<file path="src/rtl/intra_sad_accumulator_if.sv">
// Row-streaming interface between the intra predictor row buffers and the SAD accumulator.
// The master side supplies rows and start; the slave side returns per-mode block SADs.
interface intra_sad_accumulator_if #(
    parameter int MB_SIZE_W = 8,
    parameter int NUM_MODES = 8,
    parameter int SAD_WIDTH = 8
);
    logic                 start;
    logic                 row_valid;
    logic                 row_ready;
    logic [7:0]           orig_row  [MB_SIZE_W];
    logic [7:0]           pred_rows [NUM_MODES*MB_SIZE_W];
    logic [SAD_WIDTH-1:0] sads      [NUM_MODES];
    logic                 sads_valid;
    logic                 busy;

    modport master (
        output start, row_valid, orig_row, pred_rows,
        input  row_ready, sads, sads_valid, busy
    );

    modport slave (
        input  start, row_valid, orig_row, pred_rows,
        output row_ready, sads, sads_valid, busy
    );
endinterface

</file>
<file path="src/rtl/intra_sad_accumulator.sv">
// Per-mode SAD accumulator: one row per beat, two-stage pipeline (row SAD, block accumulate),
// saturated per-mode result presented with a one-cycle valid pulse.
module intra_sad_accumulator #(
    parameter int MB_SIZE_L = 8,
    parameter int MB_SIZE_W = 8,
    parameter int NUM_MODES = 8,
    parameter int SAD_WIDTH = 8
) (
    input  logic                   clk,
    input  logic                   reset,
    input  logic                   enable,
    intra_sad_accumulator_if.slave bus
);
    localparam int RS_W  = 8 + $clog2(MB_SIZE_W);
    localparam int ACC_W = 8 + $clog2(MB_SIZE_L*MB_SIZE_W);
    localparam int CNT_W = (MB_SIZE_L > 1) ? $clog2(MB_SIZE_L) : 1;
    localparam logic [ACC_W+SAD_WIDTH-1:0] SAT = {{ACC_W{1'b0}}, {SAD_WIDTH{1'b1}}};

    typedef enum logic [1:0] {S_IDLE, S_ACCUM, S_FLUSH, S_DONE} state_t;

    state_t               state, state_next;
    logic [CNT_W-1:0]     row_cnt;
    logic [RS_W-1:0]      rowsad_d [NUM_MODES];
    logic [RS_W-1:0]      rowsad_q [NUM_MODES];
    logic                 s1_valid;
    logic [ACC_W-1:0]     acc      [NUM_MODES];
    logic [SAD_WIDTH-1:0] sads_q   [NUM_MODES];
    logic                 sads_valid_q;
    logic                 row_ready;
    logic                 xfer;
    logic                 last_row;

    // Transfer is derived from state rather than row_ready to keep it free of the FSM comb path.
    assign xfer     = enable && bus.row_valid && (state == S_ACCUM);
    assign last_row = (row_cnt == CNT_W'(MB_SIZE_L-1));

    always_comb begin
        for (int unsigned m = 0; m < NUM_MODES; m++) begin
            rowsad_d[m] = '0;
            for (int unsigned c = 0; c < MB_SIZE_W; c++) begin
                if (bus.orig_row[c] >= bus.pred_rows[m*MB_SIZE_W+c])
                    rowsad_d[m] = rowsad_d[m]
                                + RS_W'(bus.orig_row[c] - bus.pred_rows[m*MB_SIZE_W+c]);
                else
                    rowsad_d[m] = rowsad_d[m]
                                + RS_W'(bus.pred_rows[m*MB_SIZE_W+c] - bus.orig_row[c]);
            end
        end
    end

    always_ff @(posedge clk) begin
        if (reset)
            state <= S_IDLE;
        else if (enable)
            state <= state_next;
    end

    always_comb begin
        state_next = state;
        row_ready  = 1'b0;
        case (state)
            S_IDLE:  if (bus.start) state_next = S_ACCUM;
            S_ACCUM: begin
                row_ready = 1'b1;
                if (xfer && last_row) state_next = S_FLUSH;
            end
            S_FLUSH: state_next = S_DONE;
            S_DONE:  state_next = S_IDLE;
            default: state_next = S_IDLE;
        endcase
    end

    always_ff @(posedge clk) begin
        if (reset) begin
            row_cnt      <= '0;
            s1_valid     <= 1'b0;
            rowsad_q     <= '{default: '0};
            acc          <= '{default: '0};
            sads_q       <= '{default: '0};
            sads_valid_q <= 1'b0;
        end else if (enable) begin
            s1_valid     <= xfer;
            sads_valid_q <= (state == S_DONE);
            if (xfer) begin
                rowsad_q <= rowsad_d;
                row_cnt  <= row_cnt + 1'b1;
            end
            if (state == S_IDLE && bus.start) begin
                acc     <= '{default: '0};
                row_cnt <= '0;
            end else if (s1_valid) begin
                for (int unsigned m = 0; m < NUM_MODES; m++)
                    acc[m] <= acc[m] + ACC_W'(rowsad_q[m]);
            end
            if (state == S_DONE) begin
                for (int unsigned m = 0; m < NUM_MODES; m++) begin
                    if ({{SAD_WIDTH{1'b0}}, acc[m]} > SAT)
                        sads_q[m] <= '1;
                    else
                        sads_q[m] <= SAD_WIDTH'(acc[m]);
                end
            end
        end
    end

    assign bus.row_ready  = row_ready;
    assign bus.sads       = sads_q;
    assign bus.sads_valid = sads_valid_q;
    assign bus.busy       = (state != S_IDLE) || sads_valid_q;
endmodule

</file>
<file path="src/flat_wrapper.sv">
// flat-port wrapper written by rule: the top's interface ports become plain ports
module intra_sad_accumulator_flat 
#(
    parameter int MB_SIZE_L = 8,
    parameter int MB_SIZE_W = 8,
    parameter int NUM_MODES = 8,
    parameter int SAD_WIDTH = 8
)
  (clk, reset, enable, bus_start, bus_row_valid, bus_orig_row, bus_pred_rows, bus_row_ready, bus_sads, bus_sads_valid, bus_busy);
  intra_sad_accumulator_if #(.MB_SIZE_W(MB_SIZE_W), .NUM_MODES(NUM_MODES), .SAD_WIDTH(SAD_WIDTH)) bus_i ();
  input  logic clk;
  input  logic reset;
  input  logic enable;
  input wire logic [$bits(bus_i.start)-1:0] bus_start;
  input wire logic [$bits(bus_i.row_valid)-1:0] bus_row_valid;
  input wire logic [$bits(bus_i.orig_row)-1:0] bus_orig_row;
  input wire logic [$bits(bus_i.pred_rows)-1:0] bus_pred_rows;
  output wire logic [$bits(bus_i.row_ready)-1:0] bus_row_ready;
  output wire logic [$bits(bus_i.sads)-1:0] bus_sads;
  output wire logic [$bits(bus_i.sads_valid)-1:0] bus_sads_valid;
  output wire logic [$bits(bus_i.busy)-1:0] bus_busy;
  assign bus_i.start = bus_start;
  assign bus_i.row_valid = bus_row_valid;
  assign bus_i.orig_row = {>>{bus_orig_row}};
  assign bus_i.pred_rows = {>>{bus_pred_rows}};
  assign bus_row_ready = bus_i.row_ready;
  assign bus_sads = {>>{bus_i.sads}};
  assign bus_sads_valid = bus_i.sads_valid;
  assign bus_busy = bus_i.busy;
  intra_sad_accumulator #(.MB_SIZE_L(MB_SIZE_L), .MB_SIZE_W(MB_SIZE_W), .NUM_MODES(NUM_MODES), .SAD_WIDTH(SAD_WIDTH)) u_core (.clk(clk), .reset(reset), .enable(enable), .bus(bus_i));
endmodule
</file>
<file path="config.mk">
export PLATFORM = sky130hd
export DESIGN_NAME = intra_sad_accumulator_flat
export DESIGN_NICKNAME = d
export VERILOG_FILES = /design/src/rtl/intra_sad_accumulator_if.sv /design/src/rtl/intra_sad_accumulator.sv /design/src/flat_wrapper.sv
export SDC_FILE = /design/constraint.sdc
export NUM_CORES = 2
export LEC_CHECK = 0
export BUFFER_PORTS_ARGS = -buffer_cell sky130_fd_sc_hd__buf_2
export CAP_MARGIN = 20
export CORE_ASPECT_RATIO = 1.75
export CORE_UTILIZATION = 25
export DETAILED_ROUTE_END_ITERATION = 10
export PLACE_DENSITY_LB_ADDON = 0.12
export SYNTH_ARGS = -nofsm -noshare
export SYNTH_HDL_FRONTEND = slang
export SYNTH_SLANG_ARGS = --single-unit
</file>
<file path="constraint.sdc">
create_clock -name clk -period 12.9 [get_ports clk]
set_clock_uncertainty 0.2 [all_clocks]
set_input_delay 0 -clock clk [delete_from_list [all_inputs] [get_ports clk]]
set_output_delay 0 -clock clk [all_outputs]
set_load 0.005 [all_outputs]
</file>
Word level (Yosys, flattened, before mapping)
Index checks and enable logic that the tools add are counted.
{"block": "op_classes", "n_addsub": 249, "order_cmp": 72, "eq_ne": 6, "muxes": 80, "reduce_logical": 14}
{"cell": "$add A11 B11 Y11", "n": 112}
{"cell": "$sub A8 B8 Y9", "n": 128}
{"cell": "$mux W11", "n": 64}
{"cell": "$ge A8 B8 Y1", "n": 64}
{"cell": "$mux W112", "n": 2}
{"cell": "$add A14 B11 Y14", "n": 8}
{"cell": "$gt A14 B8 Y1 const B", "n": 8}
{"cell": "$mux W8", "n": 8}
{"cell": "$pmux W2 S4", "n": 1}
{"cell": "$reduce_and A2 Y1", "n": 4}
{"cell": "$mux W3", "n": 2}
{"cell": "$reduce_bool A2 Y1", "n": 3}
{"cell": "$eq A2 B2 Y1 const B", "n": 2}
{"cell": "$logic_and A1 B1 Y1", "n": 4}
{"cell": "$mux W2", "n": 2}
{"cell": "$ne A2 B2 Y1 const B", "n": 2}
{"cell": "$add A3 B1 Y3 const B", "n": 1}
{"cell": "$eq A3 B3 Y1 const B", "n": 1}
{"cell": "$reduce_and A3 Y1", "n": 1}
{"cell": "$eq A2 B1 Y1 const B", "n": 1}
{"cell": "$logic_not A2 Y1", "n": 1}
{"cell": "$logic_or A1 B1 Y1", "n": 1}
{"cell": "$mux W1", "n": 1}
{"block": "word_totals", "register_bits": 271, "inputBits": 581, "elab_cells": 449}

Logic depth before layout (Yosys ltp)
{"block": "logic_depth", "ltp_word": 16, "mapped_depth": 46}

Worst setup path before layout
Ideal clock, no wire load.
{"block": "synth_path", "path_kind": "input -> register", "start": "input port bus_pred_rows[377]", "end": "register u_core.rowsad_q[65] in the netlist's numbering", "arrival_time_ns": 8.813, "path_slack_ns": 3.802, "stages": 36, "cell_sequence": "inv_1 -> ha_1 -> nor2b_1 -> o21ai_0 -> a21oi_1 -> o21a_1 -> o21a_1 -> o41ai_2 -> mux2_2 -> fa_1 -> fa_1 -> ha_1 -> a21o_1 -> a21oi_1 -> o21bai_1 -> a21oi_1 -> xnor2_1 -> ha_1 -> and3_1 -> a2111oi_0 -> xnor2_1 -> ha_1 -> a21oi_1 -> xnor2_1 -> ha_1 -> xnor2_1 -> ha_1 -> or3_1 -> a311o_1 -> a41oi_1 -> xnor2_1 -> xnor3_1 -> xnor2_1 -> xnor3_1 -> xnor2_1 -> a211oi_1"}
{"block": "synth_via", "elab_chain_cells": 16, "elab_cells_between_ends": 25}
{"element": "start: declaration", "line": "flat_wrapper.sv:17", "source": "input wire logic [$bits(bus_i.pred_rows)-1:0] bus_pred_rows;"}
{"element": "$sub A8 B8 Y9, or another cell as far along", "line": "intra_sad_accumulator.sv:46", "source": "+ RS_W'(bus.pred_rows[m*MB_SIZE_W+c] - bus.orig_row[c]);"}
{"element": "$mux W11 (*)", "line": "intra_sad_accumulator.sv:41", "source": "if (bus.orig_row[c] >= bus.pred_rows[m*MB_SIZE_W+c])"}
{"element": "$add A11 B11 Y11, on equally long branches", "line": "intra_sad_accumulator.sv:46, intra_sad_accumulator.sv:43"}
{"element": "$mux W11 (*)", "line": "intra_sad_accumulator.sv:41"}
{"element": "$add A11 B11 Y11, on equally long branches", "line": "intra_sad_accumulator.sv:46, intra_sad_accumulator.sv:43"}
{"element": "$mux W11 (*)", "line": "intra_sad_accumulator.sv:41"}
{"element": "$add A11 B11 Y11, on equally long branches", "line": "intra_sad_accumulator.sv:46, intra_sad_accumulator.sv:43"}
{"element": "$mux W11 (*)", "line": "intra_sad_accumulator.sv:41"}
{"element": "$add A11 B11 Y11, on equally long branches", "line": "intra_sad_accumulator.sv:46, intra_sad_accumulator.sv:43"}
{"element": "$mux W11 (*)", "line": "intra_sad_accumulator.sv:41"}
{"element": "$add A11 B11 Y11, on equally long branches", "line": "intra_sad_accumulator.sv:46, intra_sad_accumulator.sv:43"}
{"element": "$mux W11 (*)", "line": "intra_sad_accumulator.sv:41"}
{"element": "$add A11 B11 Y11, on equally long branches", "line": "intra_sad_accumulator.sv:46, intra_sad_accumulator.sv:43"}
{"element": "$mux W11 (*)", "line": "intra_sad_accumulator.sv:41"}
{"element": "$add A11 B11 Y11, on equally long branches", "line": "intra_sad_accumulator.sv:46, intra_sad_accumulator.sv:43"}
{"element": "$mux W11 (*)", "line": "intra_sad_accumulator.sv:41"}
{"element": "end signal: assignment", "line": "intra_sad_accumulator.sv:85", "source": "rowsad_q <= rowsad_d;"}
{"element": "end: declaration", "line": "intra_sad_accumulator.sv:24", "source": "logic [RS_W-1:0] rowsad_q [NUM_MODES];"}
Every way passes the cells marked *; elsewhere a longest branch is shown, timed or not.
A chain may end at the register's enable or synchronous reset.

Worst setup path after layout
{"block": "layout_path", "start": "input port bus_orig_row[57]", "end": "register u_core.rowsad_q[10] in the netlist's numbering"}
{"block": "layout_via", "elab_chain_cells": 16, "elab_cells_between_ends": 25}
{"element": "start: declaration", "line": "flat_wrapper.sv:16", "source": "input wire logic [$bits(bus_i.orig_row)-1:0] bus_orig_row;"}
{"element": "$sub A8 B8 Y9, or another cell as far along", "line": "intra_sad_accumulator.sv:46"}
{"element": "$mux W11 (*)", "line": "intra_sad_accumulator.sv:41"}
{"element": "$add A11 B11 Y11, on equally long branches", "line": "intra_sad_accumulator.sv:46, intra_sad_accumulator.sv:43"}
{"element": "$mux W11 (*)", "line": "intra_sad_accumulator.sv:41"}
{"element": "$add A11 B11 Y11, on equally long branches", "line": "intra_sad_accumulator.sv:46, intra_sad_accumulator.sv:43"}
{"element": "$mux W11 (*)", "line": "intra_sad_accumulator.sv:41"}
{"element": "$add A11 B11 Y11, on equally long branches", "line": "intra_sad_accumulator.sv:46, intra_sad_accumulator.sv:43"}
{"element": "$mux W11 (*)", "line": "intra_sad_accumulator.sv:41"}
{"element": "$add A11 B11 Y11, on equally long branches", "line": "intra_sad_accumulator.sv:46, intra_sad_accumulator.sv:43"}
{"element": "$mux W11 (*)", "line": "intra_sad_accumulator.sv:41"}
{"element": "$add A11 B11 Y11, on equally long branches", "line": "intra_sad_accumulator.sv:46, intra_sad_accumulator.sv:43"}
{"element": "$mux W11 (*)", "line": "intra_sad_accumulator.sv:41"}
{"element": "$add A11 B11 Y11, on equally long branches", "line": "intra_sad_accumulator.sv:46, intra_sad_accumulator.sv:43"}
{"element": "$mux W11 (*)", "line": "intra_sad_accumulator.sv:41"}
{"element": "$add A11 B11 Y11, on equally long branches", "line": "intra_sad_accumulator.sv:46, intra_sad_accumulator.sv:43"}
{"element": "$mux W11 (*)", "line": "intra_sad_accumulator.sv:41"}
Marked as above.

==> impl_metrics.env <==
export IMPL_status="complete, no violations"
export IMPL_area_growth_pct=12.9
export IMPL_setup_viol=0
export IMPL_place_congestion=0.940
export IMPL_drcViolationCount=0
export IMPL_routed_via_density=4.91
export IMPL_chipHeight_um=735
export IMPL_ctsHtreeMaxLevel=1
export IMPL_synth_area_per_cell_um2=7.71
export IMPL_overflow=0
export IMPL_rsz0062_at_grt="false"
export IMPL_drt_total_wl_mm=339
export IMPL_worstSetupPathType="primary input to register"
export IMPL_start_util=0.252
export IMPL_row_count=268
export IMPL_syn_area_mm2=0.0768
export IMPL_critPathMaxStageDelay_ns=0.41
export IMPL_cts_root_buf="clkbuf_16"
export IMPL_grt_pass1_vias=72300
export IMPL_r2r_slack_ns=9.43
export IMPL_finish_net_count=13000
export IMPL_min_path_type="primary input to register"
export IMPL_cts_clk_slew_worst_paths_ns=0.08
export IMPL_worst_pin_slew_ns=1.13
export IMPL_via_count=72200
export IMPL_cap_violations=0
export IMPL_antenna_found_initial=177
export IMPL_wl_per_cell_um=23.1
export IMPL_drive_gt1_frac=0.103
export IMPL_yosys_warnings=0
export IMPL_cp_max_fo=11
export IMPL_critPathLaunchType="primary input"
export IMPL_fp_coreArea_mm2=0.305
export IMPL_end_kind="register"
export IMPL_cpMostUsedCell="ha_1"
export IMPL_ys_flop_type="dfxtp_1"
export IMPL_async_flop_share=0
export IMPL_setup_tns_final_ns=0
export IMPL_synth_distinct_cells=96
export IMPL_reg2reg_from="u_core.acc[98]"
export IMPL_maxSlewHeadroom=0.237
export IMPL_cts_made_buffers=29
export IMPL_first_iter_violations=3109
export IMPL_grt_pass1_wl_mm=482
export IMPL_drv_slew=0
export IMPL_syn_nets=12400
export IMPL_dpl_hpwl_mm=304
export IMPL_synth_top_area_cell="ha_1"
export IMPL_min_path_cells=7
export IMPL_portBuffers=647
export IMPL_yosysSeqAreaShare=0.0706
export IMPL_cts_resized=0
export IMPL_yosysTopAreaCellShare=0.272
export IMPL_reg2reg_to="u_core.acc[110]"
export IMPL_ys_ff_latch=271
export IMPL_clock_latency_ns=0.64
export IMPL_hold_start="bus_pred_rows[23]"
export IMPL_fmax_ghz=0.101
export IMPL_final_antenna_net_count=0
export IMPL_crit_required_ns=13.17
export IMPL_layout_min_cycle_time_ns=9.87
export IMPL_hold_viol=0
export IMPL_cp_arrival_ns=10.14
export IMPL_grt_usage=0.210
export IMPL_cts_sinks=271
export IMPL_die_area_mm2=0.310
export IMPL_r2r_cells=14
export IMPL_ys_top_cells_by_area="ha_1, xnor2_1, dfxtp_1"
export IMPL_cts_tree="done"
export IMPL_synth_enable_flop_cells=0
export IMPL_grt_start_max_net_pins=117
export IMPL_die_x_um=421
export IMPL_slowest_stage="a21boi_0"
export IMPL_fin_crit_sh=0.765
export IMPL_synth_cells=9969
export IMPL_firstDrtPassIters=5
export IMPL_hold_end="u_core.rowsad_q[10]"
export IMPL_io_pins=648
export IMPL_clk_path_buf_depth=3
-- stage by stage --
stage                     setup slack, ns  instances   util  hold slack [ns]  instance area (µm²)
after floorplan                      3.80       9969      -           0.0935                76800
after global placement               2.21      14600  0.280            0.206                85500
after detailed placement             2.23      14600  0.280            0.201                85500
after CTS                            2.83      14700  0.284          0.00784                86600
after global routing                 2.37      14700  0.284            0.104                86700
final                                3.03      14700  0.284           0.0278                86800
-- synthesized netlist by cell type, types with 192 or more instances --
library cell  number
dfxtp_1          271
a21oi_1          973
nand2_1          592
o21ai_0          499
clkbuf_1         197
inv_1           1262
xnor2_1          714
nor3_1           264
fa_1             192
a21o_1           377
o21bai_1         263
ha_1            1671
nor2_1           627
mux2i_1          257
-- cell type report --
class	count	area (µm²)
Antenna cell	48	120
Clock buffer	37	786
Clock inverter	17	241
Fill cell	33400	218000
Inverter	1262	4740
Multi-Input combinational cell	8208	65800
Sequential cell	271	5430
Tap cell	4050	5070
Timing Repair Buffer	815	4540
-- registers in the layout, summed over array words and instances (netlist names) --
register,flops
u_core.bus.sads,64
u_core.row_cnt,3
u_core.rowsad_q,88
u_core.bus.sads_valid,1
u_core.s1_valid,1
u_core.state,2
u_core.acc,112
-- cells in the final DEF (no fill, tap or decap), types with 27 or more instances in the layout --
cell type,count
a2111oi_0,27
a211oi_1,77
a21boi_0,55
a21o_1,377
a21oi_1,973
a221o_1,28
a22oi_1,37
a31oi_1,57
and3_1,30
buf_2,646
buf_4,156
clkbuf_16,29
dfxtp_1,271
diode_2,48
fa_1,192
ha_1,1671
inv_1,1262
mux2_2,139
mux2i_1,257
nand2_1,591
nand2b_1,94
nand3_1,103
nand3b_1,33
nand4_1,79
nor2_1,625
nor2b_1,169
nor3_1,264
nor4_1,29
o211ai_1,39
o21a_1,95
o21ai_0,499
o21bai_1,263
o31a_1,32
o31ai_1,33
or3_1,41
xnor2_1,714
xor2_1,167
-- layer usage --
metal | GRT usage | wire length [µm]
met1 | 0.216 | 125000
met2 | 0.392 | 171000
met3 | 0.0401 | 17400
met4 | 0.129 | 24400
met5 | 0 | 1070
-- worst max path at each step --
stage	start	end
after floorplan	bus_pred_rows[377]	u_core.rowsad_q[65]
after global placement	bus_orig_row[57]	u_core.rowsad_q[10]
after detailed placement	bus_orig_row[57]	u_core.rowsad_q[10]
after CTS	bus_orig_row[57]	u_core.rowsad_q[10]
after global routing	bus_orig_row[48]	u_core.rowsad_q[65]
final	bus_orig_row[57]	u_core.rowsad_q[10]
-- cell families after synthesis --
| group | synth area share |
|---|---|
| XOR/XNOR | 0.106 |
| adder cells (fa/ha/maj) | 0.322 |
| AO/OA/AOI/OAI | 0.240 |
| flip-flops | 0.0706 |
| multiplexers | 0.0541 |
| buffers and inverters | 0.0734 |
| AND/OR/NAND/NOR | 0.134 |
-- worst max-delay path: cells and delay by family --
kind	cells	cell delay, ns
AOI/OAI and AO/OA	13	2.90
adders and majority gates	8	2.52
xor gates and xnor gates	11	2.34
buffers and inverters	4	1.20
and+or+nand+nor	6	0.82
muxes	1	0.30
-- repair_timing --
item | in CTS | in global routing
endpoints found under the setup margin | 0 | 0
setup buffers | 0 | 0
endpoints found under the hold margin | 136 | 0
hold buffers | 11 | 0
Power is left out: the tool's default activity adds up to more than one toggle a clock period on the data nets, which glitch-free logic cannot reach.
